File: config.mk
export PLATFORM = sky130hd
export DESIGN_NAME = conv_window_feeder
export DESIGN_NICKNAME = d
export VERILOG_FILES = /design/src/rtl/conv_window_feeder.sv
export SDC_FILE = /design/constraint.sdc
export NUM_CORES = 1
export LEC_CHECK = 0
export CAP_MARGIN = 40
export CORE_AREA = 2 2 143 145
export CTS_CLUSTER_SIZE = 8
export DETAILED_ROUTE_END_ITERATION = 10
export DIE_AREA = 0 0 145 147
export GPL_TIMING_DRIVEN = 0
export MAX_ROUTING_LAYER = met4
export PLACE_DENSITY_LB_ADDON = 0.1
export SLEW_MARGIN = 10
export SYNTH_ARGS = -nofsm -noshare
export SYNTH_HDL_FRONTEND = slang
export SYNTH_SLANG_ARGS = --single-unit
File: constraint.sdc
create_clock -name clk -period 5.95 [get_ports clk]
set_clock_uncertainty 0.05 [all_clocks]
set_input_delay 0.8925 -clock clk [delete_from_list [all_inputs] [get_ports clk]]
set_output_delay 0.8925 -clock clk [all_outputs]
set_load 0.01 [all_outputs]
File: src/rtl/conv_window_feeder.sv
// Raster-order pixel stream to 3x3 window stream. Two line buffers hold the
// previous rows; each window is presented on a 72-bit word with valid/ready.
module conv_window_feeder #(
    parameter int IMG_W = 8,
    parameter int IMG_H = 8
) (
    input  logic        clk,
    input  logic        rst,
    input  logic [7:0]  pix_in,
    input  logic        pix_valid,
    output logic        pix_ready,
    output logic [71:0] scope,
    output logic        scope_valid,
    input  logic        scope_ready,
    output logic        scope_last
);

    localparam int CW = $clog2(IMG_W);
    localparam int RW = $clog2(IMG_H);
    localparam logic [CW-1:0] COL_MAX = CW'(IMG_W - 1);
    localparam logic [RW-1:0] ROW_MAX = RW'(IMG_H - 1);
    localparam logic [CW-1:0] COL_TWO = CW'(2);
    localparam logic [RW-1:0] ROW_TWO = RW'(2);

    logic [CW-1:0] col;
    logic [RW-1:0] row;
    logic [7:0]    line1 [IMG_W];
    logic [7:0]    line2 [IMG_W];
    logic [7:0]    hist  [3][2];
    logic [7:0]    new_col [3];
    logic [71:0]   next_scope;
    logic          accept;
    logic          emit;

    assign pix_ready = !scope_valid || scope_ready;
    assign accept    = pix_valid && pix_ready;
    assign emit      = accept && (row >= ROW_TWO) && (col >= COL_TWO);

    // Window columns 0..1 come from history; column 2 is the column arriving now.
    always_comb begin
        new_col[0] = line2[col];
        new_col[1] = line1[col];
        new_col[2] = pix_in;
        next_scope = '0;
        for (int r = 0; r < 3; r++) begin
            next_scope[24*r +: 8]      = hist[r][0];
            next_scope[24*r + 8 +: 8]  = hist[r][1];
            next_scope[24*r + 16 +: 8] = new_col[r];
        end
    end

    always_ff @(posedge clk) begin
        if (accept) begin
            line2[col] <= line1[col];
            line1[col] <= pix_in;
            for (int r = 0; r < 3; r++) begin
                hist[r][0] <= hist[r][1];
                hist[r][1] <= new_col[r];
            end
        end
    end

    always_ff @(posedge clk or negedge rst) begin
        if (!rst) begin
            col         <= '0;
            row         <= '0;
            scope       <= '0;
            scope_valid <= 1'b0;
            scope_last  <= 1'b0;
        end else begin
            if (accept) begin
                if (col == COL_MAX) begin
                    col <= '0;
                    row <= (row == ROW_MAX) ? '0 : row + RW'(1);
                end else begin
                    col <= col + CW'(1);
                end
            end
            // A new load wins over consumption so back-to-back windows have no bubble.
            if (emit) begin
                scope       <= next_scope;
                scope_valid <= 1'b1;
                scope_last  <= (row == ROW_MAX) && (col == COL_MAX);
            end else if (scope_ready) begin
                scope_valid <= 1'b0;
            end
        end
    end

endmodule

Word-level counts from Yosys, hierarchy flattened
Memory sizes are Yosys's and may differ from the RTL's.
Index checks and enable logic that the tools add are counted.

storage, ports and cells
  logic and storage cells = 28
  input bits = 12
  memories = 3
  bits in registers = 80
  memory bits (writable) = 176

operators by class
  equality and inequality tests = 2
  $add $sub $neg = 2
  $lt $le $gt $ge = 2
  mux-type cells = 6
  reductions and logical operators = 8

memories
  memory  words  bits a word  rd ports  clocked after memory_dff  write ports  line  RTL
  line1   8      8            1         0                         1            27    logic [7:0] line1 [IMG_W];
  line2   8      8            1         0                         1            28    logic [7:0] line2 [IMG_W];
  hist    3      16           3         0                         3            29    logic [7:0] hist [3][2];

operator list
  kind                                                                number
  adder 3 x 1 -> 3 bit (second input constant)                        2
  equality test 3 bit (second input constant)                         2
  greater-or-equal comparator 3 x 2 -> 1 bit (second input constant)  2
  two-way mux 3 bit                                                   2
  logical AND 1 bit                                                   4
  two-way mux 1 bit                                                   4
  AND reduction 2 bit                                                 1
  nonzero test 2 bit                                                  1
  logical NOT 1 bit                                                   1
  logical OR 1 bit                                                    1

Logic depth before layout (Yosys ltp)
Gate-level depths: netlist (run 1).

  depth after elaboration = 6
  gate-level depth with buffers = 10
  depth with buffers taken out = 6

Worst setup path after synthesis (run 1)
Ideal clock, no wire load.

  path type = input-to-reg
  from = in scope_ready
  to = mem line1[1][0], enable pin
  cell stages on the path = 5
  path slack = 1.726 ns
  arrival = 3.765 ns
  path through = nand2b_1 > nand2_1 > inv_1 > nand2_1 > nor3_1

between the ends
  longest elaborated chain between the ends = 4

RTL lines
  element                                  line  RTL
  start: declaration                       14    input logic scope_ready,
  logical OR 1 bit                         35    assign pix_ready = !scope_valid || scope_ready;
  logical AND 1 bit                        36    assign accept = pix_valid && pix_ready;
  named net accept                         32    logic accept;
  two-way mux 1 bit                        53    if (accept) begin
  two-way mux 1 bit (not written as such)  55    line1[col] <= pix_in;
  end: declaration                         27

The timed path passes the listed nets, and every way through them passes these cells.

Worst setup path after layout (run 1)
  from = in scope_ready
  to = out pix_ready

between the ends
  longest elaborated chain between the ends = 1

RTL lines
  element           line  RTL
  logical OR 1 bit  35
  end: declaration  11    output logic pix_ready,

Every way passes these cells.

==> flow_metrics.env, run 1 <==
export IMPL_final_hold_violation_count=0
export IMPL_layout_cells_most_common="edfxtp_1"
export IMPL_synthToLayoutAreaGrowth_pct=25.2
export IMPL_grt_pass1_vias=5053
export IMPL_synth_seq_cells=256
export IMPL_finalSetupViolCount=0
export IMPL_die_height_um=147
export IMPL_reg2reg_to="scope[52]$_DFFE_PN0P_"
export IMPL_worstMarginPinSlew_ns=0.909
export IMPL_fmax_ghz=0.326
export IMPL_grt_ovfl_total=0
export IMPL_yosysTopAreaCell="edfxtp_1"
export IMPL_nets=633
export IMPL_nFillCells=1453
export IMPL_cts_hold_buf=0
export IMPL_io_pins=87
export IMPL_gp_congestion=0.766
export IMPL_cp_required_ns=5.01
export IMPL_start_kind="primary input"
export IMPL_setup_slack_ns=2.89
export IMPL_num_vias=4652
export IMPL_critPathMaxFanout=5
export IMPL_drive_gt1_share_pct=30.5
export IMPL_post_drt_wl_per_cell_um=19.8
export IMPL_synth_distinct_cells=32
export IMPL_yosys_warnings=0
export IMPL_dpl_cell_area_mm2=0.0111
export IMPL_hp_class="in -> async"
export IMPL_dieArea_mm2=0.0213
export IMPL_clkLatencyLatePin_ns=0.51
export IMPL_multi_input_area_mm2=0.00222
export IMPL_mostFrequentLayoutCells="edfxtp_1 (176), clkdlybuf4s50_1 (85), dfrtp_1 (80), mux2_4 (41), nand2_1 (38)"
export IMPL_p_leak_nw=4.65
export IMPL_timing_worst_setup_path_type="in -> out"
export IMPL_stdcell_area_mm2=0.0122
export IMPL_synth_top_area_share_pct=54.3
export IMPL_synthCells=477
export IMPL_wirelength_mm=18.1
export IMPL_regArea_mm2=0.00729
export IMPL_finalMaxSlewViolations=0
export IMPL_antenna_found_initial=0
export IMPL_portBuffers=86
export IMPL_pwr_density_cell_mw_per_mm2=581
export IMPL_grt_setup_unrepaired="false"
export IMPL_numCtsBuffers=37
export IMPL_arrival_ns=2.12
export IMPL_max_cap_violations=0
export IMPL_clock_path_buffers=3
export IMPL_cts_tree="yes"
export IMPL_ctsHtreeMaxLevel=2
export IMPL_post_cts_buffers=0
export IMPL_grt_pass1_wl_mm=28.7
export IMPL_hpwl_mm=12.1
export IMPL_syn_avg_cell_area_um2=20.4
export IMPL_ys_seq_area_share_pct=74.8
export IMPL_synth_area_mm2=0.00974
export IMPL_synth_top_cells_by_area="edfxtp_1 (54%), dfrtp_1 (21%), mux4_2 (6.9%)"
export IMPL_die_w_um=145
export IMPL_synth_ff_type="edfxtp_1"
export IMPL_fin_crit_sh_pct=51.5
export IMPL_crit_path_end_kind="output pin"
export IMPL_peakVddDrop_mv=0.270
export IMPL_finalPower_mw=7.09
export IMPL_drt_iter0_markers=260
export IMPL_synth_edf_count=176
export IMPL_async_reset_ff_share_pct=31.3
export IMPL_outcome="complete, no violations"
export IMPL_rrSetupSlack_ns=3.08
export IMPL_grt_max_degree=55
export IMPL_relSlewSlack_pct=39.0
export IMPL_rows=52
export IMPL_ctsResizeCount=0
export IMPL_clkSinkCount=256
export IMPL_path_clk_slew_ns=0.05
export IMPL_firstDrtPassIters=4
export IMPL_gr_usage_all_layers_pct=18.2
export IMPL_viasPerCell=5.10
export IMPL_root_buffer="clkbuf_16"
export IMPL_period_minus_slack_ns=3.06
export IMPL_worst_r2r_path_depth=9
export IMPL_coreArea_mm2=0.0198
export IMPL_start_util_pct=49.1
export IMPL_pre_cts_ws_ns=2.37
export IMPL_drc=0
export IMPL_worstReg2RegStart="col[0]$_DFFE_PN0P_"
export IMPL_ant_nets=0
export IMPL_syn_nets=495
export IMPL_num_antenna_cells=0
## synth_stat cells, drive strengths merged, types with 2 or more instances
| master | number |
|---|---|
| mux2i | 2 |
| nor3 | 5 |
| a21oi | 2 |
| clkbuf | 4 |
| mux4 | 30 |
| buf | 18 |
| nand2b | 3 |
| or3b | 2 |
| nand2 | 53 |
| nor2 | 3 |
| ha | 6 |
| dfrtp | 80 |
| mux2 | 74 |
| or3 | 3 |
| nand3 | 3 |
| inv | 2 |
| edfxtp | 176 |
| o21ai | 5 |
## stage by stage
step	cells	hold WS [ns]	utilization (%)	TNS, ns
after floorplan	477	0.369	-	0
after global placement	833	0.378	55.1	-4.76
after detailed placement	846	0.377	56.1	0
after CTS	913	0.270	61.5	0
after global routing	913	0.286	61.5	0
final	913	0.280	61.5	0
## layer usage
metal	GRT usage, %	vias up	part of all wire (%)
met4	5.89	0	1.9
met2	29.2	146	49
met3	4.69	29	7.2
li1	-	2112	-
met1	22.9	2365	42
met5	-	-	0
## registers in the layout, summed over array words and instances, names as in the netlist
register     count
line1           64
line2           64
hist            48
scope           72
scope_valid      1
col              3
row              3
scope_last       1
## layout make-up
class / count / area share [%]
Timing Repair Buffer: 99 / 8.33
Tap cell: 270 / 2.77
Multi-Input combinational cell: 196 / 18.2
Inverter: 3 / 0.0923
Sequential cell: 256 / 59.7
Buffer: 22 / 2.13
Clock inverter: 3 / 0.338
Clock buffer: 64 / 8.42
## where the power goes
part           switching, mW  leakage, nW  internal [mW]
registers              0.224         2.59           2.61
clock network          0.711        0.506           1.17
logic                   1.09         1.56           1.29
total                   2.03         4.65           5.07
## worst max-delay path, stage by stage
cell and delay (ns):
clkdlybuf4s50_1 0.45, nand2b_1 0.20, clkdlybuf4s50_1 0.57
## kinds of logic (layout without fill, tap and decap cells)
group / count (synthesis) / after routing / synth area share (%)
and+or+nand+nor: 74 / 74 / 3.76
AOI/OAI and AO/OA: 10 / 10 / 0.604
DFF: 256 / 256 / 74.8
buffers and inverters: 25 / 191 / 2.79
adders and majority gates: 6 / 6 / 0.771
muxes: 106 / 106 / 17.3
## worst max path at each step
stage / start / endpoint / slack (ns) / cells after the start
floorplan: scope_ready / line1[1][0]$_DFFE_PP_ / 1.73 / 5
global placement: scope_ready / line1[1][1]$_DFFE_PP_ / -0.30 / 6
detailed placement: scope_ready / line1[1][1]$_DFFE_PP_ / 2.37 / 8
CTS: scope_ready / pix_ready / 2.88 / 3
global route: scope_ready / line1[1][5]$_DFFE_PP_ / 2.76 / 8
finish: scope_ready / pix_ready / 2.89 / 3
(Power assumes the default switching activity.)
==> run 2: changes to the inputs <==
==> constraint.sdc (replaced) <==
create_clock -name clk -period 2.88 [get_ports clk]
set_clock_uncertainty 0.05 [all_clocks]
set_input_delay 0.432 -clock clk [delete_from_list [all_inputs] [get_ports clk]]
set_output_delay 0.432 -clock clk [all_outputs]
set_load 0.01 [all_outputs]
==> flow_metrics.env, run 2 (synthesis gave the netlist of run 1 again) <==
export IMPL_outcome="complete, no violations"
export IMPL_cts_tree="yes"
export IMPL_reg_largest_list="scope: 72 flops, line1: 64 flops, line2: 64 flops"
export IMPL_antenna_found_initial=0
export IMPL_period_minus_slack_ns=2.70
export IMPL_timing_worst_setup_path_type="reg -> reg"
export IMPL_fmax_ghz=0.370
export IMPL_cp_slowest_stage_delay_ns=0.36
export IMPL_combPwrFrac_pct=34.1
export IMPL_crit_path_end_kind="flip-flop"
export IMPL_p_sw_mw=4.24
export IMPL_pwr_share_seq_pct=39.8
export IMPL_worstReg2RegStart="col[0]$_DFFE_PN0P_"
export IMPL_firstDrtPassIters=4
export IMPL_fin_crit_sh_pct=93.8
export IMPL_pwr_density_cell_mw_per_mm2=1200
export IMPL_drt_iter0_markers=250
export IMPL_hp_class="in -> async"
export IMPL_grt_pass1_vias=5117
export IMPL_final_util_pct=61.7
export IMPL_layout_cells_most_common="edfxtp_1"
export IMPL_grt_pass1_wl_mm=29.7
export IMPL_clock_power_share_pct=26.0
export IMPL_die_w_um=145
export IMPL_setup_slack_ns=0.178
export IMPL_die_height_um=147
export IMPL_relSlewSlack_pct=54.0
export IMPL_finalSetupViolCount=0
export IMPL_rrSetupSlack_ns=0.18
export IMPL_drive_gt1_share_pct=30.9
export IMPL_ctsHtreeMaxLevel=2
export IMPL_pre_cts_ws_ns=-0.338
export IMPL_cp_cell_sequence="buf_2, clkinvlp_4, clkbuf_2, ha_1, or3_4, nand4_2, buf_12, buf_8, mux2_1"
export IMPL_path_clk_slew_ns=0.05
export IMPL_worst_r2r_path_depth=9
export IMPL_start_util_pct=49.1
export IMPL_io_pins=87
export IMPL_grt_max_degree=55
export IMPL_switching_share_pct=28.8
export IMPL_root_buffer="clkbuf_16"
export IMPL_viasPerCell=5.18
export IMPL_p_int_mw=10.5
export IMPL_num_vias=4726
export IMPL_finalMaxSlewViolations=0
export IMPL_synthToLayoutAreaGrowth_pct=25.6
export IMPL_p_leak_nw=4.66
export IMPL_final_hold_violation_count=0
export IMPL_slowest_stage="dfrtp_1"
export IMPL_arrival_ns=3.03
export IMPL_dieArea_mm2=0.0213
export IMPL_num_antenna_cells=0
export IMPL_clkSinkCount=256
export IMPL_clkLatencyLatePin_ns=0.50
export IMPL_ant_nets=0
export IMPL_critPathMaxFanout=10
export IMPL_rows=52
export IMPL_placedCellCount=844
export IMPL_gp_congestion=0.805
export IMPL_wirelength_mm=18.7
export IMPL_regMostFlops="scope"
export IMPL_gr_usage_all_layers_pct=19.0
export IMPL_worstMarginPinSlew_ns=0.690
export IMPL_coreArea_mm2=0.0198
export IMPL_reg2reg_to="scope[59]$_DFFE_PN0P_"
export IMPL_mostFrequentLayoutCells="edfxtp_1 (176), clkdlybuf4s50_1 (85), dfrtp_1 (80), mux2_4 (41), nand2_1 (38)"
export IMPL_max_cap_violations=0
export IMPL_portBuffers=86
export IMPL_grt_setup_unrepaired="false"
export IMPL_nets=636
export IMPL_grt_ovfl_total=0
export IMPL_numCtsBuffers=37
export IMPL_clock_path_buffers=3
export IMPL_hpwl_mm=12.3
export IMPL_drc=0
export IMPL_nFillCells=1437
export IMPL_start_kind="flip-flop"
export IMPL_fin_cells=913
export IMPL_dpl_cell_area_mm2=0.0111
export IMPL_stdcell_area_mm2=0.0122
export IMPL_largest_register_ffs=72
export IMPL_post_drt_wl_per_cell_um=20.5
export IMPL_peakVddDrop_mv=0.450
export IMPL_cp_required_ns=3.21
## run 2: cell type report
cell class              count  area (µm²)  area share (%)
plain buffers              22         262            2.14
clock buffers              62        1020            8.33
multi-input cells         196        2240            18.3
repair buffers            102        1050            8.62
inverters                   3        18.8           0.153
clock inverters             2        17.5           0.143
well taps                 270         338            2.76
flip-flops and latches    256        7290            59.6
## run 2: repair_timing
action / CTS / global route
endpoints found under the setup margin: 67 / 31
hold buffers: 1 / 0
setup buffers: 0 / 3
gates cloned: 0 / 0
gates resized for setup: 1 / 2
hold endpoints to repair: 26 / 0
## run 2: per-layer routing
metal / vias to the layer above / GRT usage (%) / routed length, µm
met3: 38 / 4.13 / 862
met1: 2448 / 24.7 / 8330
met4: 0 / 6.68 / 435
met2: 133 / 30.0 / 9090
li1: 2107 / - / -
met5: - / - / 0
## run 2: critical path, delay by kind of cell, from the launching register on
family / cells / cell delay [ns]
mux: 1 / 0.33
buf+inv: 5 / 1.09
simple gates: 2 / 0.49
fa+ha+maj: 1 / 0.26
flops: 1 / 0.36
## run 2: worst max path at each step
stage,from,to,slack (ns),depth (start not counted)
floorplan,scope_ready,line1[5][0]$_DFFE_PP_,0.008,5
global placement,rst,scope[21]$_DFFE_PN0P_,-1.67,1
detailed placement,scope_ready,line1[5][0]$_DFFE_PP_,-0.34,7
CTS,col[0]$_DFFE_PN0P_,scope[59]$_DFFE_PN0P_,0.04,9
global route,col[0]$_DFFE_PN0P_,scope[54]$_DFFE_PN0P_,0.06,9
finish,col[0]$_DFFE_PN0P_,scope[59]$_DFFE_PN0P_,0.18,9
## run 2: power by group through the flow
stage	Clock [mW]	Combinational, mW	Sequential [mW]
floorplan	0	2.76	6.05
finish	3.83	5.02	5.86
CTS	3.94	5.08	5.88
global route	4.09	5.37	5.98
detailed placement	0	5.05	5.94
global placement	0	4.81	5.89
## run 2: per-stage QoR
stage	power [mW]	hold WS [ns]	TNS (ns)
6_report	14.7	0.361	0
5_1_grt	15.4	0.396	0
4_1_cts	14.9	0.372	0
3_5_place_dp	11.0	0.347	-17.01
3_3_place_gp	10.7	0.377	-298.14
2_1_floorplan	8.82	0.0864	0
